File: src/rtl/uart_rx_mmio_pkg.sv
// uart_rx_mmio_pkg: shared constants for the memory-mapped UART receiver.
// Holds FSM state encodings, register offsets, STATUS bit indices and the STATUS layout.
package uart_rx_mmio_pkg;

    localparam int unsigned ADDR_W = 32;
    localparam int unsigned DATA_W = 8;

    // FSM state encodings
    localparam logic [2:0] ST_WAIT_IDLE = 3'd0;
    localparam logic [2:0] ST_IDLE      = 3'd1;
    localparam logic [2:0] ST_START     = 3'd2;
    localparam logic [2:0] ST_DATA      = 3'd3;
    localparam logic [2:0] ST_PARITY    = 3'd4;
    localparam logic [2:0] ST_STOP      = 3'd5;

    // Register byte offsets from BASE_ADDR
    localparam logic [ADDR_W-1:0] DATA_OFS   = 32'h0000_0000;
    localparam logic [ADDR_W-1:0] STATUS_OFS = 32'h0000_0004;

    // Write-1-to-clear STATUS bit indices
    localparam int unsigned STAT_OVR  = 1;
    localparam int unsigned STAT_FERR = 2;
    localparam int unsigned STAT_PERR = 3;

    // Oversampling tick positions within a bit
    localparam logic [3:0] MID_TICK  = 4'd7;
    localparam logic [3:0] LAST_TICK = 4'd15;

    // STATUS register layout, bit 0 = valid
    typedef struct packed {
        logic perr;
        logic ferr;
        logic overrun;
        logic valid;
    } status_t;

endpackage

File: src/rtl/uart_rx_mmio_if.sv
// uart_rx_mmio_if: CPU M-bus seen by the UART receiver (address, strobes, data).
interface uart_rx_mmio_if;
    import uart_rx_mmio_pkg::*;

    logic [ADDR_W-1:0] M_addr;
    logic              M_RE;
    logic              M_WE;
    logic [31:0]       M_WData;
    logic [31:0]       M_RData;

    modport master (output M_addr, M_RE, M_WE, M_WData, input M_RData);
    modport slave  (input M_addr, M_RE, M_WE, M_WData, output M_RData);

endinterface

File: src/rtl/uart_baud_tick.sv
// uart_baud_tick: divide clk down to one-clock oversampling ticks; clr restarts the count.
module uart_baud_tick #(
    parameter int unsigned DIV = 1
) (
    input  logic clk,
    input  logic reset,
    input  logic clr,
    output logic tick_c
);
    localparam int unsigned CW = (DIV > 1) ? $clog2(DIV) : 1;

    logic [CW-1:0] cnt;

    assign tick_c = (cnt == CW'(DIV - 1));

    // Divisor counter, wraps after each tick
    always_ff @(posedge clk) begin
        if (reset || clr || tick_c) begin
            cnt <= '0;
        end else begin
            cnt <= CW'(cnt + 1'b1);
        end
    end

endmodule

File: src/rtl/uart_rx_mmio.sv
// uart_rx_mmio: 16x-oversampled UART receiver with DATA/STATUS registers on the M bus.
// Optional UART_RX_PARITY_EN macro selects 8E1 frames with a parity error flag.
module uart_rx_mmio
    import uart_rx_mmio_pkg::*;
#(
    parameter int unsigned       CLK_FREQ  = 10_000_000,
    parameter int unsigned       BAUD      = 9600,
    parameter logic [ADDR_W-1:0] BASE_ADDR = 32'h0000_7F20
) (
    input  logic            clk,
    input  logic            reset,
    input  logic            rxd,
    uart_rx_mmio_if.slave   bus,
    output logic            rx_irq
);
    localparam int unsigned DIV = CLK_FREQ / (16 * BAUD);

    logic              rxd_s1, rxd_s2;
    logic [2:0]        state, state_n;
    logic [3:0]        tcnt, tcnt_n;
    logic [2:0]        bitcnt, bitcnt_n;
    logic [DATA_W-1:0] shreg, shreg_n;
    logic [DATA_W-1:0] data_q, data_n;
    status_t           stat, stat_n;
    logic              tick_c, baud_clr_c;
    logic              data_rd_c, stat_wr_c;
    logic              commit_c, set_ferr_c, set_perr_c;
    logic [31:0]       rdata_c;
    logic              unused_wdata_c;

    uart_baud_tick #(.DIV(DIV)) u_tick (
        .clk    (clk),
        .reset  (reset),
        .clr    (baud_clr_c),
        .tick_c (tick_c)
    );

    assign data_rd_c      = bus.M_RE && (bus.M_addr == BASE_ADDR + DATA_OFS);
    assign stat_wr_c      = bus.M_WE && (bus.M_addr == BASE_ADDR + STATUS_OFS);
    assign unused_wdata_c = ^{bus.M_WData[31:4], bus.M_WData[0]};

    // Read mux; zero for addresses outside this block
    always_comb begin
        rdata_c = '0;
        if (bus.M_addr == BASE_ADDR + DATA_OFS) begin
            rdata_c = {24'b0, data_q};
        end else if (bus.M_addr == BASE_ADDR + STATUS_OFS) begin
            rdata_c = {28'b0, stat};
        end
    end
    assign bus.M_RData = rdata_c;

    // Next-state for the frame FSM and the holding/status registers
    always_comb begin
        state_n    = state;
        tcnt_n     = tcnt;
        bitcnt_n   = bitcnt;
        shreg_n    = shreg;
        data_n     = data_q;
        stat_n     = stat;
        baud_clr_c = 1'b0;
        commit_c   = 1'b0;
        set_ferr_c = 1'b0;
        set_perr_c = 1'b0;

        case (state)
            // Line must stay high for a whole bit before arming
            ST_WAIT_IDLE: begin
                if (!rxd_s2) begin
                    tcnt_n = '0;
                end else if (tick_c) begin
                    if (tcnt == LAST_TICK) begin
                        tcnt_n  = '0;
                        state_n = ST_IDLE;
                    end else begin
                        tcnt_n = 4'(tcnt + 4'd1);
                    end
                end
            end
            ST_IDLE: begin
                if (!rxd_s2) begin
                    state_n    = ST_START;
                    tcnt_n     = '0;
                    baud_clr_c = 1'b1;
                end
            end
            ST_START: begin
                if (tick_c) begin
                    if (tcnt == MID_TICK) begin
                        tcnt_n   = '0;
                        bitcnt_n = '0;
                        state_n  = rxd_s2 ? ST_IDLE : ST_DATA;
                    end else begin
                        tcnt_n = 4'(tcnt + 4'd1);
                    end
                end
            end
            ST_DATA: begin
                if (tick_c) begin
                    if (tcnt == LAST_TICK) begin
                        tcnt_n   = '0;
                        shreg_n  = {rxd_s2, shreg[DATA_W-1:1]};
                        bitcnt_n = 3'(bitcnt + 3'd1);
                        if (bitcnt == 3'd7) begin
`ifdef UART_RX_PARITY_EN
                            state_n = ST_PARITY;
`else
                            state_n = ST_STOP;
`endif
                        end
                    end else begin
                        tcnt_n = 4'(tcnt + 4'd1);
                    end
                end
            end
`ifdef UART_RX_PARITY_EN
            ST_PARITY: begin
                if (tick_c) begin
                    if (tcnt == LAST_TICK) begin
                        tcnt_n     = '0;
                        set_perr_c = (rxd_s2 != ^shreg);
                        state_n    = ST_STOP;
                    end else begin
                        tcnt_n = 4'(tcnt + 4'd1);
                    end
                end
            end
`else
            ST_PARITY: state_n = ST_WAIT_IDLE;
`endif
            ST_STOP: begin
                if (tick_c) begin
                    if (tcnt == LAST_TICK) begin
                        tcnt_n = '0;
                        if (rxd_s2) begin
                            commit_c = 1'b1;
                            state_n  = ST_IDLE;
                        end else begin
                            set_ferr_c = 1'b1;
                            state_n    = ST_WAIT_IDLE;
                        end
                    end else begin
                        tcnt_n = 4'(tcnt + 4'd1);
                    end
                end
            end
            default: state_n = ST_WAIT_IDLE;
        endcase

        // Write-1-to-clear first so a same-cycle set wins
        if (stat_wr_c) begin
            if (bus.M_WData[STAT_OVR])  stat_n.overrun = 1'b0;
            if (bus.M_WData[STAT_FERR]) stat_n.ferr    = 1'b0;
            if (bus.M_WData[STAT_PERR]) stat_n.perr    = 1'b0;
        end

        if (commit_c) begin
            if (!stat.valid || data_rd_c) begin
                data_n       = shreg;
                stat_n.valid = 1'b1;
            end else begin
                stat_n.overrun = 1'b1;
            end
        end else if (data_rd_c) begin
            stat_n.valid = 1'b0;
        end

        if (set_ferr_c) stat_n.ferr = 1'b1;
        if (set_perr_c) stat_n.perr = 1'b1;
    end

    // State and datapath registers
    always_ff @(posedge clk) begin
        if (reset) begin
            rxd_s1 <= 1'b1;
            rxd_s2 <= 1'b1;
            state  <= ST_WAIT_IDLE;
            tcnt   <= '0;
            bitcnt <= '0;
            shreg  <= '0;
            data_q <= '0;
            stat   <= '0;
            rx_irq <= 1'b0;
        end else begin
            rxd_s1 <= rxd;
            rxd_s2 <= rxd_s1;
            state  <= state_n;
            tcnt   <= tcnt_n;
            bitcnt <= bitcnt_n;
            shreg  <= shreg_n;
            data_q <= data_n;
            stat   <= stat_n;
            rx_irq <= (stat != '0);
        end
    end

endmodule

File: src/flat_wrapper.sv
// flat-port wrapper written by rule: the top's interface ports become plain ports
module uart_rx_mmio_flat import uart_rx_mmio_pkg::*;
#(
    parameter int unsigned       CLK_FREQ  = 10_000_000,
    parameter int unsigned       BAUD      = 9600,
    parameter logic [ADDR_W-1:0] BASE_ADDR = 32'h0000_7F20
)
  (clk, reset, rxd, rx_irq, bus_M_addr, bus_M_RE, bus_M_WE, bus_M_WData, bus_M_RData);
  uart_rx_mmio_if bus_i ();
  input  logic clk;
  input  logic reset;
  input  logic rxd;
  output logic rx_irq;
  input wire logic [$bits(bus_i.M_addr)-1:0] bus_M_addr;
  input wire logic [$bits(bus_i.M_RE)-1:0] bus_M_RE;
  input wire logic [$bits(bus_i.M_WE)-1:0] bus_M_WE;
  input wire logic [$bits(bus_i.M_WData)-1:0] bus_M_WData;
  output wire logic [$bits(bus_i.M_RData)-1:0] bus_M_RData;
  assign bus_i.M_addr = bus_M_addr;
  assign bus_i.M_RE = bus_M_RE;
  assign bus_i.M_WE = bus_M_WE;
  assign bus_i.M_WData = bus_M_WData;
  assign bus_M_RData = bus_i.M_RData;
  uart_rx_mmio #(.CLK_FREQ(CLK_FREQ), .BAUD(BAUD), .BASE_ADDR(BASE_ADDR)) u_core (.clk(clk), .reset(reset), .rxd(rxd), .bus(bus_i), .rx_irq(rx_irq));
endmodule
File: config.mk
export PLATFORM = sky130hd
export DESIGN_NAME = uart_rx_mmio_flat
export DESIGN_NICKNAME = d
export VERILOG_FILES = /design/src/rtl/uart_rx_mmio_pkg.sv /design/src/rtl/uart_rx_mmio_if.sv /design/src/rtl/uart_baud_tick.sv /design/src/rtl/uart_rx_mmio.sv /design/src/flat_wrapper.sv
export SDC_FILE = /design/constraint.sdc
export NUM_CORES = 1
export LEC_CHECK = 0
export CORE_AREA = 3 3 79 81
export DETAILED_ROUTE_END_ITERATION = 10
export DIE_AREA = 0 0 82 84
export MAX_ROUTING_LAYER = met4
export PLACE_DENSITY = 0.83
export SLEW_MARGIN = 20
export SYNTH_ARGS = -nofsm -noshare
export SYNTH_HDL_FRONTEND = slang
export SYNTH_SLANG_ARGS = --single-unit
File: constraint.sdc
create_clock -name clk -period 3.2 [get_ports clk]
set_clock_uncertainty 0.05 [all_clocks]
set_input_delay 0.64 -clock clk [delete_from_list [all_inputs] [get_ports clk]]
set_output_delay 0.64 -clock clk [all_outputs]
set_load 0.01 [all_outputs]
==> impl_metrics.tcl, run 1 <==
set metrics [dict create \
    dieArea_mm2 0.00689 \
    peakVddDrop_mv 0.196 \
    diodes 0 \
    clkSlewWorstSetupHoldPaths_ns 0.07 \
    fin_crit_sh 0.957 \
    final_util 0.509 \
    rows 27 \
    antenna_found_initial 0 \
    clock_sinks 39 \
    core_mm2 0.00554 \
    dpl.hpwl_mm 3.55 \
    routed-via-count 1938 \
    slew_headroom 0.656 \
    synth_flop_cell "dfxtp_1" \
    final_cell_mix "clkdlybuf4s50_1, dfxtp_1, nor2_1, conb_1, a21oi_1" \
    gp_congestion 0.886 \
    hold_depth 1 \
    syn_area_mm2 0.00220 \
    synth_seq_cells 39 \
    syn_to_final_growth_pct 28.0 \
    path_class "in2out" \
    p_leak_uw 0.00108 \
    critPathCaptureType "output pin" \
    crit_fanout 8 \
    fin_area_mm2 0.00282 \
    stdcell_count 390 \
    outcome "finished clean" \
    die_w_um 82 \
    detail_route.wl_per_cell_um 12.0 \
    rsz0062_at_grt "no" \
    drive_gt1_frac 0.104 \
    routed_wl_mm 4.67 \
    dpl-instance-area_mm2 0.00267 \
    min_period_ns 3.06 \
    drt_first_pass_iters 4 \
    synth-edff-count 0 \
    cpMaxStageDelayCell "clkdlybuf4s50_1" \
    insertion_delay_ns 0.29 \
    tightest_slew_ns 0.516 \
    power.density_mw_per_mm2 355 \
    rr_worst_depth 7 \
    grt_pass1_wl_mm 7.04 \
    htreeDepth 2 \
    r2r_end "u_core.data_q[6]" \
    min_path_type "reg2reg" \
    grt_usage 0.131 \
    cp.required_ns 2.51 \
    synthDistinctLibCells 51 \
    finalHoldViolations 0 \
    clockBufferDepth 2 \
    synthCells 264 \
    drv_cap 0 \
    initial_core_util 0.398 \
    numCtsBuffers 5 \
    critPathLaunch "bus_M_addr[4]" \
    gr-total-overflow 0 \
    crit_chain "clkdlybuf4s50_1, nor4b_1, nand4_1, buf_4, nor3_1, buf_4, a22o_1, dlygate4sd2_1" \
    async_flop_share 0 \
    ys_seq_area_frac 0.354 \
    viasPerCell 4.97 \
    grt_pass1_vias 1660 \
    io_pins 102 \
    grt_max_degree 21 \
    timing.rr.start "u_core.u_tick.cnt[0]" \
    cts-root-buf "clkbuf_8" \
    tritoncts "yes" \
    drt_iter0_markers 133 \
    worst_path_largest_cell_delay_ns 0.39 \
    max_freq_mhz 327 \
    post-place-cells 378 \
    cp-start-kind "primary input" \
    port_buffers 47 \
    ant_nets 0 \
    chipHeight_um 84 \
    worst-endpoint-arrival_ns 2.37 \
    num-nets-final 391 \
    cp-endpoint "bus_M_RData[2]" \
    yosys_warnings 0 \
    avgSynthCellArea_um2 8.35 \
    drv_slew 0 \
    cpMostUsedCell "buf_4" \
    drc 0 \
    finalPower_uw 1000 \
    setup_viol 0 \
    ff2ff_setup_slack_ns 0.90 \
]
==> cell type report <==
class / instances / area, µm²
fill: 502 / 2720
sequential: 39 / 781
clock buffer: 6 / 82.6
clock inverter: 2 / 35.0
multi-input combinational: 201 / 1240
timing repair buffer: 58 / 543
inverter: 12 / 45.0
tap: 72 / 90.1
==> per-layer routing <==
layer  GRT usage  vias to the layer above  routed length [µm]  share of wire
met4      0.0498                        0                  68          0.015
met1       0.141                      858                1810           0.39
met5           -                        -                   0              0
met2       0.219                       87                2180           0.47
li1            -                      987                   -              -
met3      0.0454                        6                 616           0.13
==> per-stage QoR <==
step	setup WS, ns	setup TNS [ns]	hold slack [ns]
floorplan	0.693	0	0.339
global placement	-0.125	-0.902	0.344
detailed placement	-0.179	-1.15	0.350
CTS	0.0806	0	0.366
global route	0.00700	0	0.379
finish	0.139	0	0.367
==> logic make-up after synthesis <==
logic type	synth area share
AND/OR/NAND/NOR	0.270
XOR/XNOR	0.0278
other	0.00170
buffers and inverters	0.128
AO/OA/AOI/OAI	0.153
adder cells (fa/ha/maj)	0.0284
flip-flops	0.354
multiplexers	0.0363
==> synthesized netlist by cell type (5+ instances only) <==
| cell type | instances | area share |
|---|---|---|
| ha_1 | 5 | 0.028 |
| nor2_1 | 25 | 0.043 |
| mux2i_1 | 8 | 0.036 |
| o21ai_1 | 10 | 0.023 |
| inv_1 | 11 | 0.019 |
| and2_1 | 7 | 0.020 |
| nand2_1 | 13 | 0.022 |
| nor3_1 | 12 | 0.027 |
| dfxtp_1 | 39 | 0.35 |
| nor4_1 | 6 | 0.017 |
| clkbuf_1 | 7 | 0.012 |
| a21oi_1 | 19 | 0.043 |
| nand3_1 | 14 | 0.032 |
| buf_4 | 24 | 0.082 |
==> registers in the layout (all words and copies together), names as in the netlist <==
name	count
u_core.tcnt	4
u_core.state	3
u_core.rxd_s1	1
u_core.shreg	8
u_core.rx_irq	1
u_core.bitcnt	3
u_core.stat	3
u_core.rxd_s2	1
u_core.data_q	8
u_core.u_tick.cnt	7
==> power breakdown <==
part	switching, µW	internal (µW)	total, µW
Clock	165	252	417
Combinational	38.6	51.8	90.3
Sequential	4.96	490	495
==> worst min path at each step <==
stage                       start            end
detailed placement  u_core.rxd_s1  u_core.rxd_s2
global route        u_core.rxd_s1  u_core.rxd_s2
CTS                 u_core.rxd_s1  u_core.rxd_s2
finish              u_core.rxd_s1  u_core.rxd_s2
global placement    u_core.rxd_s1  u_core.rxd_s2
floorplan           u_core.rxd_s1  u_core.rxd_s2
==> critical path, delay by kind of cell <==
kind	cells	cell delay, ns
buffers and inverters	4	0.99
AOI/OAI and AO/OA	1	0.15
and+or+nand+nor	3	0.59
==> what timing repair did <==
action,in CTS,in global routing
pin swaps,3,1
setup buffers,3,1
hold buffers,0,0
endpoints found under the setup margin,8,1
gates resized for setup,11,0
Power figures use the tool's default switching activity.
==> inputs of run 2 (changes only) <==
--- a/config.mk
+++ b/config.mk
@@ -5,9 +5,9 @@
 export SDC_FILE = /design/constraint.sdc
 export NUM_CORES = 1
 export LEC_CHECK = 0
-export CORE_AREA = 3 3 79 81
+export CORE_AREA = 2 2 78 80
 export DETAILED_ROUTE_END_ITERATION = 10
-export DIE_AREA = 0 0 82 84
+export DIE_AREA = 0 0 80 82
 export MAX_ROUTING_LAYER = met4
 export PLACE_DENSITY = 0.83
 export SLEW_MARGIN = 20
==> run 2 against run 1 <==
Effect of this change: maximum frequency grew 0.22%; clock power about the same; routed wire length down 0.21%; sequential share of layout area decreased by 0.098 points; die area shrank 4.8%; combinational power is 1% higher; clock-buffer cell count unchanged; cell area up 0.35%; power decreased by 0.21%; utilization down 1.6 points; flip-flop and latch count is the same; critical path type unchanged; largest power group unchanged.
==> impl_metrics.tcl, run 2 (synthesized netlist as in run 1, its figures left out) <==
set metrics [dict create \
    outcome "finished clean" \
    r2r_end "u_core.data_q[4]" \
    ant_nets 0 \
    num-nets-final 392 \
    power_frac_seq 0.495 \
    met2_usage 0.284 \
    power.share.combinational 0.092 \
    timing.rr.start "u_core.u_tick.cnt[0]" \
    dp_slack_ns -0.203 \
    numCtsBuffers 5 \
    gp_congestion 0.931 \
    htreeDepth 2 \
    diodes 0 \
    grt_max_degree 25 \
    worst-endpoint-arrival_ns 2.36 \
    io_pins 102 \
    peakVddDrop_mv 0.203 \
    multi_input_area_mm2 0.00125 \
    min_path_type "reg2reg" \
    drt_iter0_markers 105 \
    power.density_mw_per_mm2 353 \
    p_clk_frac 0.414 \
    max_freq_mhz 327 \
    nFillCells 550 \
    gr-total-overflow 0 \
    antenna_found_initial 0 \
    critPathCaptureType "output pin" \
    drv_slew 0 \
    cp-start-kind "primary input" \
    core_mm2 0.00575 \
    dieArea_mm2 0.00656 \
    final_util 0.493 \
    final_cell_mix "clkdlybuf4s50_1, dfxtp_1, nor2_1, conb_1, a21oi_1" \
    min_period_ns 3.05 \
    chipHeight_um 82 \
    fin_setup_tns_ns 0 \
    final-seq-area_um2 781 \
    grt_pass1_vias 1817 \
    min_to "u_core.rxd_s2" \
    postCtsHoldBufs 0 \
    p_sw_frac 0.206 \
    path_class "in2out" \
    ff2ff_setup_slack_ns 0.90 \
    rows 28 \
    tritoncts "yes" \
    largest_registers "u_core.data_q (8), u_core.shreg (8), u_core.u_tick.cnt (7)" \
    use_met1 0.150 \
    setup_viol 0 \
    cp.required_ns 2.51 \
    drc 0 \
    cts-root-buf "clkbuf_8" \
    grt_use_met3 0.0374 \
    clkSlewWorstSetupHoldPaths_ns 0.07 \
    tightest_slew_ns 0.670 \
    clock_sinks 39 \
    routed_wl_mm 4.66 \
    p_leak_uw 0.00109 \
    drive_gt1_frac 0.113 \
    initial_core_util 0.383 \
    slew_headroom 0.550 \
    intPower_uw 794 \
    dpl.hpwl_mm 3.58 \
    rsz0062_at_grt "no" \
    grt.busiest_layer "met2" \
    syn_to_final_growth_pct 28.4 \
    viasPerCell 4.97 \
    fin_ws_ns 0.146 \
    grt_usage 0.151 \
    rr_worst_depth 7 \
    drv_cap 0 \
    crit_fanout 8 \
    clockBufferDepth 2 \
    insertion_delay_ns 0.28 \
    finalHoldViolations 0 \
    die_w_um 80 \
    holdCritStartpoint "u_core.rxd_s1" \
    port_buffers 47 \
    fin_crit_sh 0.954 \
    detail_route.wl_per_cell_um 11.8 \
    grt_pass1_wl_mm 7.65 \
    routed-via-count 1959 \
    hold_depth 1 \
    drt_first_pass_iters 4 \
    switchingPower_uw 206 \
]
run 2: cell type report:
class | instances | area share
Tap cell | 75 | 0.0332
Timing Repair Buffer | 59 | 0.192
Sequential cell | 39 | 0.276
Clock buffer | 6 | 0.0292
Multi-Input combinational cell | 201 | 0.442
Inverter | 12 | 0.0159
Clock inverter | 2 | 0.0124
run 2: critical path, cell delays in order:
cell	delay, ns
clkdlybuf4s50_1	0.41
nor4b_2	0.27
nand4_1	0.16
buf_4	0.17
nor3_1	0.17
buf_4	0.17
a22o_1	0.13
dlygate4sd2_1	0.26
run 2: worst max-delay path by stage:
stage               slack, ns           from  depth (start not counted)        endpoint
floorplan                0.69  bus_M_addr[1]                          4  bus_M_RData[0]
global placement        -0.19  bus_M_addr[4]                          7  bus_M_RData[0]
detailed placement      -0.20  bus_M_addr[1]                          7  bus_M_RData[0]
CTS                    -0.009  bus_M_addr[1]                          9  bus_M_RData[0]
global route             0.03  bus_M_addr[0]                          8  bus_M_RData[1]
finish                   0.15  bus_M_addr[1]                          8  bus_M_RData[1]
run 2: stage by stage:
stage                     total power (µW)  instances  instance area [µm²]  hold WS, ns
final                                 1000        394                 2830        0.361
after global routing                  1040        394                 2830        0.371
after CTS                             1010        393                 2830        0.365
after detailed placement               596        381                 2670        0.348
after global placement                 593        381                 2670        0.345
after floorplan                        563        287                 2290        0.339
run 2: layer usage:
metal	vias up	wire length [µm]	share of wire
met4	0	63	0.014
li1	994	-	-
met2	73	2290	0.49
met1	886	1830	0.39
met5	-	0	0
met3	6	476	0.10
run 2: timing repair:
item | CTS | global route
setup endpoints to repair | 8 | 2
resized for setup | 13 | 3
buffers inserted | 4 | 1
pin swaps | 3 | 1
hold endpoints to repair | 0 | 0
run 2: power groups by stage:
stage          Sequential (µW)  Clock [µW]  Combinational [µW]
4_1_cts                    494         426                92.0
6_report                   494         414                91.5
3_3_place_gp               505           0                88.0
2_1_floorplan              504           0                59.5
5_1_grt                    495         445                 102
3_5_place_dp               506           0                90.2
==> inputs of run 3 (changes only) <==
--- a/config.mk
+++ b/config.mk
@@ -8,9 +8,9 @@
 export CORE_AREA = 2 2 78 80
 export DETAILED_ROUTE_END_ITERATION = 10
 export DIE_AREA = 0 0 80 82
+export DONT_BUFFER_PORTS = 1
 export MAX_ROUTING_LAYER = met4
-export PLACE_DENSITY = 0.83
-export SLEW_MARGIN = 20
+export PLACE_DENSITY = 0.6
 export SYNTH_ARGS = -nofsm -noshare
 export SYNTH_HDL_FRONTEND = slang
 export SYNTH_SLANG_ARGS = --single-unit
==> run 3 against run 2 <==
Effect of this change: critical path depth down 4; combinational power down 62%; cell area down 19%; maximum frequency up 16%; register-to-register slack about the same; clock-buffer cell count down 1; worst hold slack worse by 0.0091 ns; first-iteration DRC count down 16%; clock power up 1%; critical endpoint is now bus_M_RData[0]; largest cell class unchanged; highest routed layer unchanged.
==> impl_metrics.tcl, run 3 (synthesized netlist as in run 1, its figures left out) <==
set metrics [dict create \
    outcome "finished clean" \
    routed_wl_mm 4.30 \
    tritoncts "yes" \
    fin_setup_tns_ns 0 \
    ff2ff_setup_slack_ns 0.91 \
    grt_pass1_wl_mm 7.08 \
    grt_usage 0.142 \
    dpl.hpwl_mm 3.11 \
    largest_registers "u_core.data_q (8), u_core.shreg (8), u_core.u_tick.cnt (7)" \
    drv_slew 0 \
    hold_depth 1 \
    clkSlewWorstSetupHoldPaths_ns 0.09 \
    initial_core_util 0.383 \
    holdCritStartpoint "reset" \
    drt_first_pass_iters 4 \
    worst_path_largest_cell_delay_ns 0.50 \
    path_class "in2out" \
    drv_cap 0 \
    min_period_ns 2.64 \
    die_w_um 80 \
    core_mm2 0.00575 \
    min_to "u_core.data_q[7]" \
    gp_congestion 0.812 \
    stdcell_count 338 \
    r2r_end "u_core.tcnt[0]" \
    numCtsBuffers 5 \
    rr_worst_depth 7 \
    final_common_cell "dfxtp_1" \
    grt_max_degree 33 \
    drt_iter0_markers 88 \
    drc 0 \
    routed-via-count 1744 \
    cts_resized 0 \
    cp-start-kind "primary input" \
    p_leak_uw 0.000826 \
    gr-total-overflow 0 \
    rsz0062_at_grt "no" \
    num-nets-final 336 \
    cts-root-buf "clkbuf_8" \
    grt_pass1_vias 1599 \
    crit_chain "nor4b_1, nand4_1, nor3_1, a22o_1" \
    power.density_mw_per_mm2 416 \
    max_freq_mhz 379 \
    io_pins 102 \
    final_cell_mix "dfxtp_1, nor2_1, conb_1, a21oi_1, nand3_1" \
    path_depth 4 \
    timing.rr.start "u_core.u_tick.cnt[0]" \
    syn_to_final_growth_pct 3.52 \
    post-place-cells 330 \
    insertion_delay_ns 0.30 \
    antenna_found_initial 0 \
    htreeDepth 2 \
    critPathCaptureType "output pin" \
    dieArea_mm2 0.00656 \
    worst-endpoint-arrival_ns 1.95 \
    crit_fanout 5 \
    fin_crit_sh 0.824 \
    viasPerCell 5.16 \
    min_path_type "in2reg" \
    chipHeight_um 82 \
    peakVddDrop_mv 0.169 \
    cpLargestDelayFamily "simple AND/OR/NAND/NOR gates" \
    finalHoldViolations 0 \
    postCtsHoldBufs 0 \
    clockBufferDepth 2 \
    slew_headroom 0.653 \
    cp.required_ns 2.51 \
    clock_sinks 39 \
    cpMaxStageDelayCell "nor3_1" \
    detail_route.wl_per_cell_um 12.7 \
    port_buffers 0 \
    rows 28 \
    post_cts.repair.setup_buffers 0 \
    critPathBufInv 0 \
    diodes 0 \
    tightest_slew_ns 0.516 \
    ant_nets 0 \
    drive_gt1_frac 0.0837 \
    setup_viol 0 \
]
==> run 3: cell count changes in the layout (fill, tap and decap cells not counted), moves of 2 or more <==
cell / delta
dlygate4sd2_1: -6
clkbuf_2: -2
nor4b_1: +2
clkdlybuf4s50_1: -39
buf_4: -9
nor4b_2: -2
==> run 3: area by class of cell <==
type / count / area, µm²
clock buffer: 5 / 68.8
clock inverter: 3 / 43.8
fill: 620 / 3460
inverter: 12 / 45.0
multi-input combinational: 201 / 1230
sequential: 39 / 781
tap: 75 / 93.8
timing repair buffer: 3 / 22.5
==> run 3: worst max-delay path by stage <==
stage	end	from	slack, ns
floorplan	bus_M_RData[0]	bus_M_addr[1]	0.69
global placement	bus_M_RData[0]	bus_M_addr[4]	0.55
detailed placement	bus_M_RData[0]	bus_M_addr[4]	0.54
CTS	bus_M_RData[0]	bus_M_addr[4]	0.54
global route	bus_M_RData[0]	bus_M_addr[4]	0.42
finish	bus_M_RData[0]	bus_M_addr[4]	0.56
==> run 3: routing by layer <==
metal	wire, µm	global-route usage	share of wire
met3	257	0.0396	0.060
met5	0	-	0
met4	56	0.0441	0.013
met2	1980	0.233	0.46
met1	2010	0.170	0.47
==> run 3: metrics by stage <==
stage                     setup WS [ns]  area (µm²)   util  total power (µW)  hold WS, ns
after CTS                         0.536        2280  0.397               963        0.338
after detailed placement          0.537        2170  0.377               541        0.343
after global routing              0.421        2280  0.397               986        0.337
after global placement            0.552        2170  0.377               540        0.341
after floorplan                   0.693        2290      -               563        0.339
final                             0.565        2280  0.397               949        0.352
==> run 3: report_power, final <==
group / internal, µW / switching [µW] / total [µW]
clock network: 232 / 187 / 419
registers: 489 / 4.95 / 494
logic: 10.8 / 24.4 / 35.2
